--- src/rtl/writeback_unit_pkg.sv ---
`default_nettype none
// ============================================================================
//  Module      : writeback_unit_pkg
//  Description : Shared writeback state and source-select encodings.
//  Revision    : 1.0 - initial release
// ============================================================================
package writeback_unit_pkg;

    typedef enum logic [0:0] {
        IDLE     = 1'b0,
        WAIT_MEM = 1'b1
    } wb_state_e;

    typedef enum logic [1:0] {
        SRC_IMM = 2'd0,
        SRC_MEM = 2'd1,
        SRC_ALU = 2'd2
    } wb_src_e;

endpackage
`default_nettype wire

--- src/rtl/writeback_unit_if.sv ---
`default_nettype none
// ============================================================================
//  Module      : writeback_unit_if
//  Description : Retire-side handshake, memory return and register-file write bus.
//  Revision    : 1.0 - initial release
// ============================================================================
interface writeback_unit_if #(
    parameter int DATA_W = 8,
    parameter int ADDR_W = 2
);
    logic              in_valid;
    logic              in_ready;
    logic              use_imm;
    logic              mem_read;
    logic              reg_write;
    logic [ADDR_W-1:0] rd;
    logic [DATA_W-1:0] imm_ext;
    logic [DATA_W-1:0] alu_result;
    logic              mem_rvalid;
    logic [DATA_W-1:0] mem_rdata;
    logic              wb_en;
    logic [ADDR_W-1:0] wb_addr;
    logic [DATA_W-1:0] wb_data;
    logic              busy;
    logic              load_timeout;

    modport master (
        output in_valid, use_imm, mem_read, reg_write, rd, imm_ext, alu_result,
               mem_rvalid, mem_rdata,
        input  in_ready, wb_en, wb_addr, wb_data, busy, load_timeout
    );

    modport slave (
        input  in_valid, use_imm, mem_read, reg_write, rd, imm_ext, alu_result,
               mem_rvalid, mem_rdata,
        output in_ready, wb_en, wb_addr, wb_data, busy, load_timeout
    );
endinterface
`default_nettype wire

--- src/rtl/wb_timeout_counter.sv ---
`default_nettype none
// ============================================================================
//  Module      : wb_timeout_counter
//  Description : Saturating load-wait counter with an expiry flag at TIMEOUT-1.
//  Revision    : 1.0 - initial release
// ============================================================================
module wb_timeout_counter #(
    parameter int TIMEOUT = 16,
    parameter int CNT_W   = $clog2(TIMEOUT + 1)
) (
    input  wire logic             clk,
    input  wire logic             rst,
    input  wire logic             i_clear,
    input  wire logic             i_inc,
    output logic [CNT_W-1:0]      o_count,
    output logic                  o_expired
);
    localparam logic [CNT_W-1:0] c_LAST = CNT_W'(TIMEOUT - 1);
    localparam logic [CNT_W-1:0] c_MAX  = CNT_W'(TIMEOUT);

    logic [CNT_W-1:0] r_count;

    // Clear wins over increment; the count saturates instead of wrapping.
    always_ff @(posedge clk or posedge rst) begin
        if (rst) begin
            r_count <= '0;
        end else if (i_clear) begin
            r_count <= '0;
        end else if (i_inc && (r_count != c_MAX)) begin
            r_count <= r_count + 1'b1;
        end
    end

    assign o_count   = r_count;
    assign o_expired = (r_count == c_LAST);
endmodule
`default_nettype wire

--- src/rtl/writeback_unit.sv ---
`default_nettype none
// ============================================================================
//  Module      : writeback_unit
//  Description : Retire-stage writeback with immediate/ALU/load sources and load timeout.
//  Revision    : 1.0 - initial release
// ============================================================================
module writeback_unit
    import writeback_unit_pkg::*;
#(
    parameter int DATA_W  = 8,
    parameter int ADDR_W  = 2,
    parameter int TIMEOUT = 16
) (
    input  wire logic        clk,
    input  wire logic        rst,
    writeback_unit_if.slave  bus
);
    localparam int CNT_W = $clog2(TIMEOUT + 1);

    wb_state_e         r_state;
    logic              r_wb_en;
    logic [ADDR_W-1:0] r_wb_addr;
    logic [DATA_W-1:0] r_wb_data;
    logic              r_load_timeout;
    logic [ADDR_W-1:0] r_rd;
    logic              r_reg_write;

    logic              w_xfer;
    wb_src_e           w_src;
    logic              w_cnt_clear;
    logic              w_cnt_inc;
    logic              w_expired;
    logic [CNT_W-1:0]  w_count;

    assign w_xfer = bus.in_valid && (r_state == IDLE);

    // Immediate beats load, load beats ALU.
    always_comb begin
        w_src = SRC_ALU;
        if (bus.use_imm) begin
            w_src = SRC_IMM;
        end else if (bus.mem_read) begin
            w_src = SRC_MEM;
        end
    end

    assign w_cnt_clear = w_xfer && (w_src == SRC_MEM);
    assign w_cnt_inc   = (r_state == WAIT_MEM) && !bus.mem_rvalid;

    wb_timeout_counter #(
        .TIMEOUT (TIMEOUT),
        .CNT_W   (CNT_W)
    ) u_timeout_counter (
        .clk       (clk),
        .rst       (rst),
        .i_clear   (w_cnt_clear),
        .i_inc     (w_cnt_inc),
        .o_count   (w_count),
        .o_expired (w_expired)
    );

    always_ff @(posedge clk or posedge rst) begin
        if (rst) begin
            r_state        <= IDLE;
            r_wb_en        <= 1'b0;
            r_wb_addr      <= '0;
            r_wb_data      <= '0;
            r_load_timeout <= 1'b0;
            r_rd           <= '0;
            r_reg_write    <= 1'b0;
        end else begin
            r_wb_en        <= 1'b0;
            r_load_timeout <= 1'b0;
            case (r_state)
                IDLE: begin
                    if (w_xfer) begin
                        case (w_src)
                            SRC_MEM: begin
                                r_rd        <= bus.rd;
                                r_reg_write <= bus.reg_write;
                                r_state     <= WAIT_MEM;
                            end
                            SRC_IMM: begin
                                r_wb_en   <= bus.reg_write;
                                r_wb_addr <= bus.rd;
                                r_wb_data <= bus.imm_ext;
                            end
                            default: begin
                                r_wb_en   <= bus.reg_write;
                                r_wb_addr <= bus.rd;
                                r_wb_data <= bus.alu_result;
                            end
                        endcase
                    end
                end
                WAIT_MEM: begin
                    // Returning data takes precedence over an expiring count.
                    if (bus.mem_rvalid) begin
                        r_wb_en   <= r_reg_write;
                        r_wb_addr <= r_rd;
                        r_wb_data <= bus.mem_rdata;
                        r_state   <= IDLE;
                    end else if (w_expired) begin
                        r_load_timeout <= 1'b1;
                        r_state        <= IDLE;
                    end
                end
                default: r_state <= IDLE;
            endcase
        end
    end

    assign bus.in_ready     = (r_state == IDLE);
    assign bus.busy         = (r_state == WAIT_MEM);
    assign bus.wb_en        = r_wb_en;
    assign bus.wb_addr      = r_wb_addr;
    assign bus.wb_data      = r_wb_data;
    assign bus.load_timeout = r_load_timeout;

    logic w_unused;
    assign w_unused = ^w_count;
endmodule
`default_nettype wire

--- src/flat_wrapper.sv ---
// flat-port wrapper written by rule: the top's interface ports become plain ports
module writeback_unit_flat import writeback_unit_pkg::*;
#(
    parameter int DATA_W  = 8,
    parameter int ADDR_W  = 2,
    parameter int TIMEOUT = 16
)
  (clk, rst, bus_in_valid, bus_use_imm, bus_mem_read, bus_reg_write, bus_rd, bus_imm_ext, bus_alu_result, bus_mem_rvalid, bus_mem_rdata, bus_in_ready, bus_wb_en, bus_wb_addr, bus_wb_data, bus_busy, bus_load_timeout);
  writeback_unit_if #(.DATA_W(DATA_W), .ADDR_W(ADDR_W)) bus_i ();
  input  wire logic clk;
  input  wire logic rst;
  input wire logic [$bits(bus_i.in_valid)-1:0] bus_in_valid;
  input wire logic [$bits(bus_i.use_imm)-1:0] bus_use_imm;
  input wire logic [$bits(bus_i.mem_read)-1:0] bus_mem_read;
  input wire logic [$bits(bus_i.reg_write)-1:0] bus_reg_write;
  input wire logic [$bits(bus_i.rd)-1:0] bus_rd;
  input wire logic [$bits(bus_i.imm_ext)-1:0] bus_imm_ext;
  input wire logic [$bits(bus_i.alu_result)-1:0] bus_alu_result;
  input wire logic [$bits(bus_i.mem_rvalid)-1:0] bus_mem_rvalid;
  input wire logic [$bits(bus_i.mem_rdata)-1:0] bus_mem_rdata;
  output wire logic [$bits(bus_i.in_ready)-1:0] bus_in_ready;
  output wire logic [$bits(bus_i.wb_en)-1:0] bus_wb_en;
  output wire logic [$bits(bus_i.wb_addr)-1:0] bus_wb_addr;
  output wire logic [$bits(bus_i.wb_data)-1:0] bus_wb_data;
  output wire logic [$bits(bus_i.busy)-1:0] bus_busy;
  output wire logic [$bits(bus_i.load_timeout)-1:0] bus_load_timeout;
  assign bus_i.in_valid = bus_in_valid;
  assign bus_i.use_imm = bus_use_imm;
  assign bus_i.mem_read = bus_mem_read;
  assign bus_i.reg_write = bus_reg_write;
  assign bus_i.rd = bus_rd;
  assign bus_i.imm_ext = bus_imm_ext;
  assign bus_i.alu_result = bus_alu_result;
  assign bus_i.mem_rvalid = bus_mem_rvalid;
  assign bus_i.mem_rdata = bus_mem_rdata;
  assign bus_in_ready = bus_i.in_ready;
  assign bus_wb_en = bus_i.wb_en;
  assign bus_wb_addr = bus_i.wb_addr;
  assign bus_wb_data = bus_i.wb_data;
  assign bus_busy = bus_i.busy;
  assign bus_load_timeout = bus_i.load_timeout;
  writeback_unit #(.DATA_W(DATA_W), .ADDR_W(ADDR_W), .TIMEOUT(TIMEOUT)) u_core (.clk(clk), .rst(rst), .bus(bus_i));
endmodule
--- config.mk ---
export PLATFORM = sky130hd
export DESIGN_NAME = writeback_unit_flat
export DESIGN_NICKNAME = d
export VERILOG_FILES = /design/src/rtl/writeback_unit_pkg.sv /design/src/rtl/writeback_unit_if.sv /design/src/rtl/wb_timeout_counter.sv /design/src/rtl/writeback_unit.sv /design/src/flat_wrapper.sv
export SDC_FILE = /design/constraint.sdc
export NUM_CORES = 1
export LEC_CHECK = 0
export ABC_AREA = 1
export ABC_CLOCK_PERIOD_IN_PS = 3300
export CORE_UTILIZATION = 46
export CTS_BUF_LIST = sky130_fd_sc_hd__clkbuf_16
export DETAILED_ROUTE_END_ITERATION = 10
export GPL_ROUTABILITY_DRIVEN = 1
export PLACE_DENSITY = 0.84
export SLEW_MARGIN = 0
export SYNTH_ARGS = -nofsm -noshare
export SYNTH_HDL_FRONTEND = slang
export SYNTH_SLANG_ARGS = --single-unit
--- constraint.sdc ---
create_clock -name clk -period 3.3 [get_ports clk]
set_clock_uncertainty 0.1 [all_clocks]
set_input_delay 0.495 -clock clk [delete_from_list [all_inputs] [get_ports clk]]
set_output_delay 0.495 -clock clk [all_outputs]
set_load 0.03 [all_outputs]
[Word level (Yosys, flattened, before mapping)]
Index checks and enable logic that the tools add are counted.
Word-level totals
  word-level logic and storage cells: 49
  input bits: 33
  flip-flop bits (word level): 21
Cells by class
  bitwise operators: 1
  multiplexer cells: 24
  $add $sub $neg: 1
  eq/ne operators: 6
  reductions and logical operators: 9
Operators with widths (count)
  $pmux 8 s2: 2
  $mux 8: 2
  $mux 1: 10
  $mux 2: 5
  $mux 5: 2
  $reduce_and 3->1: 2
  $add 5x1->5 const B: 1
  $eq 5x4->1 const B: 1
  $ne 5x5->1 const B: 1
  $logic_and 1x1->1: 4
  $ne 2x2->1 const B: 2
  $pmux 1 s2: 2
  $pmux 2 s2: 1
  $eq 2x1->1 const B: 1
  $logic_not 2->1: 1
  $ne 2x1->1 const B: 1
  $reduce_bool 2->1: 1
  $logic_not 1->1: 1
  $not 1->1: 1

[Longest topological paths before layout]
Gate-level depths: netlist of run 1.
  word-level depth: 6
  depth in mapped cells: 9
  depth with buffers taken out: 9

[By module]
From an unflattened synthesis of run 1, not the netlist that was laid out.
Second synthesis, totals
  cell total of the unflattened synthesis: 181
  area, all modules: 1292.5 µm²
By module, submodules not included
  writeback_unit: times used 1, area each 955.9 µm², cells an instance 137, sequential area each 400.4 µm²
  wb_timeout_counter: times used 1, area each 336.6 µm², cells an instance 44, sequential area each 125.1 µm²

[Worst setup path after synthesis of run 1]
No wires, ideal clock.
  kind: flip-flop to output port
  start: register u_core.r_state (netlist: u_core.bus.busy)
  end: output port bus_in_ready
  required time: 2.705 ns
  buffers on the path: 2
  stages on the path, launching flop included: 4
  arrival: 0.887 ns
  setup slack: 1.818 ns
  cell sequence: dfrtp_1 -> buf_6 -> inv_6 -> buf_6
Between the ends
  word-level cells in the longest chain between the ends: 1
RTL lines
  start: declaration: line writeback_unit.sv:20  | wb_state_e r_state;
  start signal: assignment: line writeback_unit.sv:64  | r_state <= IDLE;
  start signal: assignment: line writeback_unit.sv:81  | r_state <= WAIT_MEM;
  start signal: assignment: line writeback_unit.sv:102  | r_state <= IDLE;
  $not 1->1 (no source line)
  end: declaration: line flat_wrapper.sv:21  | output wire logic [$bits(bus_i.in_ready)-1:0] bus_in_ready;
Every way passes these cells.

[Final worst setup path of run 1]
Ends and elaborated chain as after synthesis.

==> results_dict.tcl, run 1 <==
set metrics [dict create \
    r2r_cells 6 \
    synthSimpleGateAreaFrac_pct 37.1 \
    cellPowerDensity_nw_per_um2 504 \
    ys_seq_area_share_pct 43.4 \
    synth_top_flop_cell "dfrtp_1" \
    cts_buffers 3 \
    routed.top_layer "met4" \
    clk_latency_ns 0.25 \
    post_cts_buffers 0 \
    syn_inst 154 \
    cts_hold_buf 0 \
    h-tree-depth 1 \
    dieArea_um2 2840 \
    critPathKind "flop to output pin" \
    critPathTopFamily "buffers and inverters" \
    cts-root-buf "clkbuf_16" \
    vias 1144 \
    die_height_um 53.3 \
    design_area_um2 1730 \
    floorplan.rows 18 \
    ir_drop_v 0.000477 \
    track_usage_pct 21.3 \
    finalSetupTns_ns 0 \
    ant_nets 0 \
    io_pins 47 \
    clock.fmax_mhz 437 \
    critPathMaxStageDelay_ns 0.70 \
    critical_path_depth 2 \
    r2r-start "u_core.bus.busy" \
    route.met3.wl_um 127 \
    core_area_um2 2480 \
    ys_async_sr_fraction_pct 100 \
    ys_warn_count 0 \
    ys_seq_elements 21 \
    status "finished, final reports clean" \
    hp-class "flop to flop" \
    route.detailed.drc 0 \
    rsz0062_at_grt "no" \
    routed-wl-met2_um 1400 \
    syn_area_um2 1210 \
    io_buffers 46 \
    yosysTopAreaCellShare_pct 43.4 \
    reg2reg_to "u_core.bus.wb_data[4]" \
    yosys-top-cells-area "dfrtp_1 43%, nand2_1 17%, nand3_1 10%, buf_6 4.6%, inv_1 4.6%" \
    critPathLaunchType "flop" \
    drt-met1-wl_um 1180 \
    cts_buffer_depth 2 \
    synth_top_family_by_area "simple AND/OR/NAND/NOR gates" \
    path_cells "inv_6 > clkdlybuf4s50_1" \
    gp_congestion 0.849 \
    finalCritPeriodShare_pct 69.3 \
    setup_viol 0 \
    slew_violations 0 \
    drt_iter0_drc 28 \
    tightest_slew_ns 0.764 \
    post-route-min-period_ns 2.29 \
    n_antenna_cell 0 \
    fin_nets 236 \
    grt_max_degree 22 \
    synthAdderAreaFrac_pct 3.10 \
    yosysTopAreaCell "dfrtp_1" \
    p_leak_nw 0.861 \
    start_util_pct 48.9 \
    ff2ff_setup_slack_ns 1.79 \
    synth_cell_type_count 18 \
    grt_antenna_before_repair 0 \
    fp.dieW_um 53.3 \
    clock_sinks 21 \
    firstDrtPassIters 4 \
    synth_area_per_cell_um2 7.86 \
    post_dp_cell_area_um2 1650 \
    synth-edff-count 0 \
    wire_per_inst_um 12.1 \
    placedCellCount 225 \
    cts_tree "done" \
    maxCapViolCount 0 \
    whs_ns 0.371 \
    wirelength_um 2770 \
    cp-endpoint "bus_in_ready" \
    synth.net_count 190 \
    cp.required_ns 2.70 \
    area_growth_pct 43.1 \
    drive_gt1_share_pct 11.1 \
    arrival_ns 1.69 \
    synth_compound_area_share_pct 4.65 \
    grt_pass1_vias 1012 \
    end_kind "output pin" \
    cp_slowest_cell "clkdlybuf4s50_1" \
    dp_hpwl_um 2160 \
    slew_headroom_pct 49.0 \
    synth.area.mux_share_pct 0 \
    clk_pin_slew_worst_paths_ns 0.06 \
    viasPerCell 5.00 \
    grt_first_pass_wirelength_um 4340 \
    p_total_mw 0.873 \
    hold_viol_final 0 \
    gr-total-overflow 0 \
    critPathLaunch "u_core.bus.busy" \
    path_max_fanout 17 \
    instances_no_fill 229 \
    cp_num_buf_inv 2 \
    cts_resized 0 \
    synth-xor-area-share_pct 0.723 \
]
cell usage after synthesis, types with 2 or more instances:
cell / instances
dfrtp_1: 21
inv_6: 2
o21ai_2: 3
o21ai_0: 6
or2_2: 7
buf_6: 5
ha_1: 3
nor2_1: 3
inv_1: 15
nand3_1: 25
nand2_1: 55
nand2_2: 3
flip-flops by register name, indices dropped and copies added (netlist names):
register,cells
u_core.bus.busy,1
u_core.bus.load_timeout,1
u_core.bus.wb_addr,2
u_core.bus.wb_data,8
u_core.bus.wb_en,1
u_core.r_rd,2
u_core.r_reg_write,1
u_core.u_timeout_counter.o_count,5
cell type report:
class / count / area (um^2)
Fill cell: 186 / 744
Inverter: 18 / 77.6
Multi-Input combinational cell: 110 / 552
Sequential cell: 21 / 526
Tap cell: 30 / 37.5
Clock buffer: 3 / 75.1
Clock inverter: 1 / 5.00
Timing Repair Buffer: 46 / 460
logic make-up (layout without fill, tap and decap cells):
logic type                 Yosys count  count (layout)
AOI/OAI and AO/OA                    9               9
buffers and inverters               23              68
adders and majority gates            3               3
DFF                                 21              21
xor gates and xnor gates             1               1
and+or+nand+nor                     97              97
stage by stage:
step	setup WS [ns]	utilization, %
3_3_place_gp	1.27	66.7
6_report	1.01	69.9
5_1_grt	0.963	69.9
4_1_cts	1.01	69.9
3_5_place_dp	1.16	66.7
2_1_floorplan	1.82	-
power breakdown:
| part | internal (mW) | total [mW] | switching, mW |
|---|---|---|---|
| Sequential | 0.303 | 0.344 | 0.0409 |
| Combinational | 0.126 | 0.276 | 0.151 |
| Clock | 0.162 | 0.253 | 0.0902 |
worst min path at each step:
stage,from,endpoint,slack [ns],cells after the start
after global placement,u_core.bus.wb_addr[1],u_core.bus.wb_addr[1],0.36,2
after floorplan,u_core.r_rd[0],u_core.r_rd[0],0.35,2
after detailed placement,u_core.bus.wb_addr[1],u_core.bus.wb_addr[1],0.36,2
after global routing,u_core.bus.wb_addr[1],u_core.bus.wb_addr[1],0.39,2
final,u_core.bus.wb_addr[1],u_core.bus.wb_addr[1],0.37,2
after CTS,u_core.bus.wb_addr[1],u_core.bus.wb_addr[1],0.38,2
worst reg2reg max path: cells and delay by family (launching register included):
kind,cells,cell delay (ns)
flops,1,0.55
buf+inv,1,0.13
simple gates,5,0.62
per-layer routing:
| layer | vias up | GRT usage [%] |
|---|---|---|
| met5 | - | 0 |
| li1 | 574 | - |
| met3 | 8 | 5.46 |
| met1 | 523 | 26.1 |
| met4 | 0 | 7.46 |
| met2 | 39 | 35.4 |
placed cells by master (no fill, tap or decap), types with 2 or more instances in the layout:
cell type,synthesis,final
nand2_1,55,55
clkdlybuf4s50_1,0,46
nand3_1,25,25
dfrtp_1,21,21
inv_1,15,15
or2_2,7,7
o21ai_0,6,6
nor2_1,3,3
nand2_2,3,3
o21ai_2,3,3
ha_1,3,3
clkbuf_16,0,3
inv_6,2,2
Note: power is estimated with default switching activity, not from simulation.
==> inputs of run 2 (changes only) <==
--- a/config.mk
+++ b/config.mk
@@ -6,12 +6,12 @@
 export NUM_CORES = 1
 export LEC_CHECK = 0
 export ABC_AREA = 1
-export ABC_CLOCK_PERIOD_IN_PS = 3300
-export CORE_UTILIZATION = 46
+export ABC_CLOCK_PERIOD_IN_PS = 1900
+export CORE_UTILIZATION = 39
 export CTS_BUF_LIST = sky130_fd_sc_hd__clkbuf_16
 export DETAILED_ROUTE_END_ITERATION = 10
 export GPL_ROUTABILITY_DRIVEN = 1
-export PLACE_DENSITY = 0.84
+export PLACE_DENSITY = 0.76
 export SLEW_MARGIN = 0
 export SYNTH_ARGS = -nofsm -noshare
 export SYNTH_HDL_FRONTEND = slang
==> constraint.sdc (replaced) <==
create_clock -name clk -period 1.9 [get_ports clk]
set_clock_uncertainty 0.1 [all_clocks]
set_input_delay 0.285 -clock clk [delete_from_list [all_inputs] [get_ports clk]]
set_output_delay 0.285 -clock clk [all_outputs]
set_load 0.03 [all_outputs]
==> run 2 against run 1 <==
Effect of this change: the flow now finishes with violations (design-rule violations); critical path depth decreased by 1; routed wire length increased by 4.3%; count of clock-buffer cells in the layout unchanged; hold slack got worse by 0.11 ns; first-iteration DRC count increased by 50%; critical endpoint is now bus_busy; largest power group unchanged; highest routed layer unchanged.
==> results_dict.tcl, run 2 (same netlist as run 1, synthesis figures left out) <==
set metrics [dict create \
    status "finished, violations left" \
    critPathLaunch "u_core.bus.busy" \
    p_leak_nw 0.880 \
    critPathKind "flop to output pin" \
    h-tree-depth 1 \
    die_height_um 57.7 \
    area_growth_pct 45.6 \
    reg2reg_to "u_core.bus.wb_data[5]" \
    cp-endpoint "bus_busy" \
    ff2ff_setup_slack_ns 0.36 \
    tightest_slew_ns 0.346 \
    grt_antenna_before_repair 0 \
    cp_num_buf_inv 1 \
    path_cells "clkdlybuf4s50_1" \
    finalCritPeriodShare_pct 96.4 \
    cp.required_ns 1.51 \
    n_antenna_cell 0 \
    cts_buffers 3 \
    violations "design-rule violations" \
    fillers 234 \
    wire_per_inst_um 12.4 \
    track_usage_pct 20.0 \
    path_max_fanout 4 \
    cts_buffer_depth 2 \
    rsz0062_at_grt "no" \
    hold_viol_final 0 \
    grt_pass1_vias 1140 \
    vias 1124 \
    wirelength_um 2890 \
    finalSetupTns_ns 0 \
    dp_hpwl_um 2250 \
    clk_pin_slew_worst_paths_ns 0.06 \
    floorplan.rows 19 \
    fp.dieW_um 57.7 \
    critPathMaxStageDelay_ns 0.72 \
    critical_path_depth 1 \
    ant_nets 0 \
    slew_headroom_pct 76.9 \
    route.detailed.drc 4 \
    clock.fmax_mhz 546 \
    ir_drop_v 0.000454 \
    io_pins 47 \
    instances_no_fill 234 \
    arrival_ns 1.45 \
    r2r-start "u_core.bus.busy" \
    io_buffers 46 \
    hp-class "input port to async pin" \
    final_common_cell "nand2_1" \
    cts_hold_buf 0 \
    firstDrtPassIters 8 \
    fin_nets 240 \
    viasPerCell 4.80 \
    post_cts_buffers 0 \
    largest_register_ffs 8 \
    dieArea_um2 3330 \
    critPathTopFamily "buffers and inverters" \
    start_util_pct 42.5 \
    placedCellCount 230 \
    cts_tree "done" \
    core_area_um2 2850 \
    grt_max_degree 22 \
    gr-total-overflow 0 \
    critPathLaunchType "flop" \
    setup_viol 0 \
    clock_sinks 21 \
    mostFrequentLayoutCells "55 x nand2_1, 45 x clkdlybuf4s50_1, 25 x nand3_1" \
    maxCapViolCount 0 \
    gp_congestion 0.815 \
    post-route-min-period_ns 1.83 \
    clk_latency_ns 0.25 \
    slew_violations 0 \
    r2r_cells 7 \
    drt_iter0_drc 42 \
    cts-root-buf "clkbuf_16" \
    cellPowerDensity_nw_per_um2 863 \
    cp_slowest_cell "clkdlybuf4s50_1" \
    drive_gt1_share_pct 12.8 \
    grt_first_pass_wirelength_um 5050 \
    end_kind "output pin" \
]
[run 2: cell types whose count changed in the layout (fill, tap and decap cells not counted)]
cell             change
clkdlybuf4s50_1      -1
buf_4                +4
dlygate4sd2_1        +1
[run 2: through the flow]
step | power (mW) | setup WS (ns) | utilization [%] | hold slack, ns | area [um^2]
floorplan | 0.876 | 0.487 | - | 0.162 | 1210
global placement | 1.07 | 0.230 | 59.0 | 0.362 | 1680
detailed placement | 1.09 | 0.172 | 59.0 | 0.365 | 1680
CTS | 1.53 | 0.0603 | 61.8 | 0.263 | 1760
global route | 1.60 | 0.0125 | 61.8 | 0.291 | 1760
finish | 1.52 | 0.0676 | 61.8 | 0.258 | 1760
[run 2: where the power goes]
group	internal [mW]	leakage, nW	total, mW	switching [mW]
registers	0.526	0.269	0.588	0.0618
logic	0.225	0.570	0.495	0.270
clock network	0.282	0.0409	0.439	0.157
total	1.03	0.880	1.52	0.489
[run 2: worst min-delay path by stage]
stage                               start                                  end  slack [ns]  depth (start not counted)
global placement    u_core.bus.wb_addr[1]                u_core.bus.wb_addr[1]        0.36                          2
detailed placement  u_core.bus.wb_data[5]                u_core.bus.wb_data[5]        0.37                          2
finish                                rst                u_core.bus.wb_data[6]        0.26                          3
global route                          rst  u_core.u_timeout_counter.o_count[4]        0.29                          3
CTS                                   rst                     u_core.bus.wb_en        0.26                          3
floorplan                             rst                      u_core.bus.busy        0.16                          1
[run 2: worst reg2reg max path: cells and delay by family (launching register included)]
family        cells  cell delay [ns]
flops             1             0.46
simple gates      5             0.54
buf+inv           2             0.33
[run 2: area by class of cell]
cell class | count | area [um^2] | share of cell area, %
repair buffers | 50 | 489 | 27.8
inverters | 18 | 77.6 | 4.40
flip-flops and latches | 21 | 526 | 29.8
clock buffers | 3 | 75.1 | 4.26
well taps | 31 | 38.8 | 2.20
clock inverters | 1 | 5.00 | 0.284
multi-input cells | 110 | 552 | 31.3
[run 2: per-layer routing]
layer  up-vias  part of all wire, %  track usage [%]  wire length [um]
met5         -                    0                0                 0
met1       509                   41             24.0              1200
li1        580                    -                -                 -
met3        10                  3.5             4.69               102
met4         0                  2.6             7.48                76
met2        25                   52             34.9              1510
[run 2: repair_timing]
action / CTS / global route
endpoints found under the setup margin: 1 / 0
gates resized for setup: 1 / 0
endpoints found under the hold margin: 0 / 0
==> inputs of run 3 (changes only) <==
--- a/config.mk
+++ b/config.mk
@@ -11,7 +11,7 @@
 export CTS_BUF_LIST = sky130_fd_sc_hd__clkbuf_16
 export DETAILED_ROUTE_END_ITERATION = 10
 export GPL_ROUTABILITY_DRIVEN = 1
-export PLACE_DENSITY = 0.76
+export PLACE_DENSITY = 0.83
 export SLEW_MARGIN = 0
 export SYNTH_ARGS = -nofsm -noshare
 export SYNTH_HDL_FRONTEND = slang
==> run 3 against run 2 <==
Effect of this change: the flow still finishes with violations (design-rule violations); fmax fell by 1.3%; count of clock-buffer cells in the layout did not move; die area did not move; register-to-register slack barely moved; worst setup slack got worse by 0.024 ns; critical path type unchanged; critical endpoint unchanged.
==> results_dict.tcl, run 3 (same netlist as run 1, synthesis figures left out) <==
set metrics [dict create \
    cp_num_buf_inv 1 \
    firstDrtPassIters 7 \
    critPathKind "flop to output pin" \
    fin_nets 239 \
    cell_internal_pwr_mw 1.03 \
    clk_pin_slew_worst_paths_ns 0.06 \
    mostFrequentLayoutCells "55 x nand2_1, 45 x clkdlybuf4s50_1, 25 x nand3_1" \
    ant_nets 0 \
    grt_antenna_before_repair 0 \
    cts_tree "done" \
    wire_per_inst_um 12.2 \
    clk_latency_ns 0.25 \
    critPathTopFamily "buffers and inverters" \
    gr-total-overflow 0 \
    post_cts_buffers 0 \
    end_kind "output pin" \
    combPwrFrac_pct 32.2 \
    start_util_pct 42.5 \
    p_leak_nw 0.875 \
    r2r_cells 7 \
    path_cells "clkdlybuf4s50_1" \
    drt_iter0_drc 44 \
    slew_headroom_pct 77.6 \
    setup_viol 0 \
    path_max_fanout 6 \
    tightest_slew_ns 0.336 \
    fp.dieW_um 57.7 \
    core_area_um2 2850 \
    reg2reg_to "u_core.bus.wb_data[1]" \
    critPathLaunchType "flop" \
    clockPowerShare_pct 28.8 \
    ff2ff_setup_slack_ns 0.35 \
    n_antenna_cell 0 \
    p_sw_mw 0.485 \
    cp.required_ns 1.51 \
    dieArea_um2 3330 \
    maxCapViolCount 0 \
    post-route-min-period_ns 1.86 \
    arrival_ns 1.47 \
    rsz0062_at_grt "no" \
    grt_max_degree 22 \
    cts_buffer_depth 2 \
    clock.fmax_mhz 539 \
    r2r-start "u_core.bus.busy" \
    route.detailed.drc 1 \
    slew_violations 0 \
    cp_slowest_cell "clkdlybuf4s50_1" \
    switching_share_pct 32.0 \
    finalSetupTns_ns 0 \
    floorplan.rows 19 \
    track_usage_pct 18.7 \
    drive_gt1_share_pct 12.4 \
    io_pins 47 \
    hp-class "input port to async pin" \
    gp_congestion 0.771 \
    clock_sinks 21 \
    die_height_um 57.7 \
    area_growth_pct 44.9 \
    whs_ns 0.256 \
    cts-root-buf "clkbuf_16" \
    h-tree-depth 1 \
    io_buffers 46 \
    status "finished, violations left" \
    grt_first_pass_wirelength_um 4760 \
    ir_drop_v 0.000594 \
    dp_hpwl_um 2200 \
    final_common_cell "nand2_1" \
    violations "design-rule violations" \
    viasPerCell 4.75 \
    largest_register_ffs 8 \
    wirelength_um 2840 \
    critPathMaxStageDelay_ns 0.72 \
    cts_buffers 3 \
    p_seq_share_pct 38.9 \
    cellPowerDensity_nw_per_um2 864 \
    vias 1106 \
    finalCritPeriodShare_pct 97.7 \
    grt_pass1_vias 1095 \
    hold_viol_final 0 \
]
run 3: changes by cell type in the layout (fill, tap and decap cells not counted), sizes merged:
cell and change:
buf -1
run 3: worst max path at each step:
stage	startpoint	slack (ns)	to	cells after the start
after floorplan	u_core.bus.busy	0.49	u_core.bus.wb_data[7]	6
after global placement	bus_use_imm	0.22	u_core.bus.wb_data[5]	8
after detailed placement	bus_use_imm	0.17	u_core.bus.wb_data[5]	8
after CTS	u_core.bus.busy	0.05	bus_busy	1
after global routing	u_core.bus.busy	0.002	bus_busy	1
final	u_core.bus.busy	0.04	bus_busy	1
run 3: repair_timing:
item                                    in CTS  in global routing
hold buffers                                 0                  0
endpoints found under the setup margin       1                  0
gates resized for setup                      1                  0
run 3: power groups by stage:
stage | registers [mW] | logic [mW] | clock network (mW)
floorplan | 0.683 | 0.193 | 0
global placement | 0.594 | 0.481 | 0
detailed placement | 0.595 | 0.491 | 0
CTS | 0.590 | 0.494 | 0.442
global route | 0.599 | 0.537 | 0.467
finish | 0.590 | 0.489 | 0.437
run 3: through the flow:
stage	utilization, %	total power [mW]	setup WS [ns]	area, um^2	cells
finish	61.5	1.52	0.0441	1760	233
global route	61.5	1.60	0.00247	1760	233
CTS	61.5	1.53	0.0505	1760	233
detailed placement	58.8	1.09	0.172	1680	229
global placement	58.8	1.08	0.219	1680	229
floorplan	-	0.876	0.487	1210	154
run 3: final cells by class:
type	instances	area (um^2)
Multi-Input combinational cell	110	552
Sequential cell	21	526
Clock inverter	1	5.00
Fill cell	249	1100
Clock buffer	3	75.1
Inverter	18	77.6
Timing Repair Buffer	49	482
Tap cell	31	38.8
run 3: routing by layer:
metal  global-route usage [%]  part of all wire [%]  vias up
met5                        0                     0        -
met4                     5.44                   1.4        0
met3                     3.79                   3.0        4
met2                     33.6                    53       30
met1                     22.6                    42      494
li1                         -                     -      578
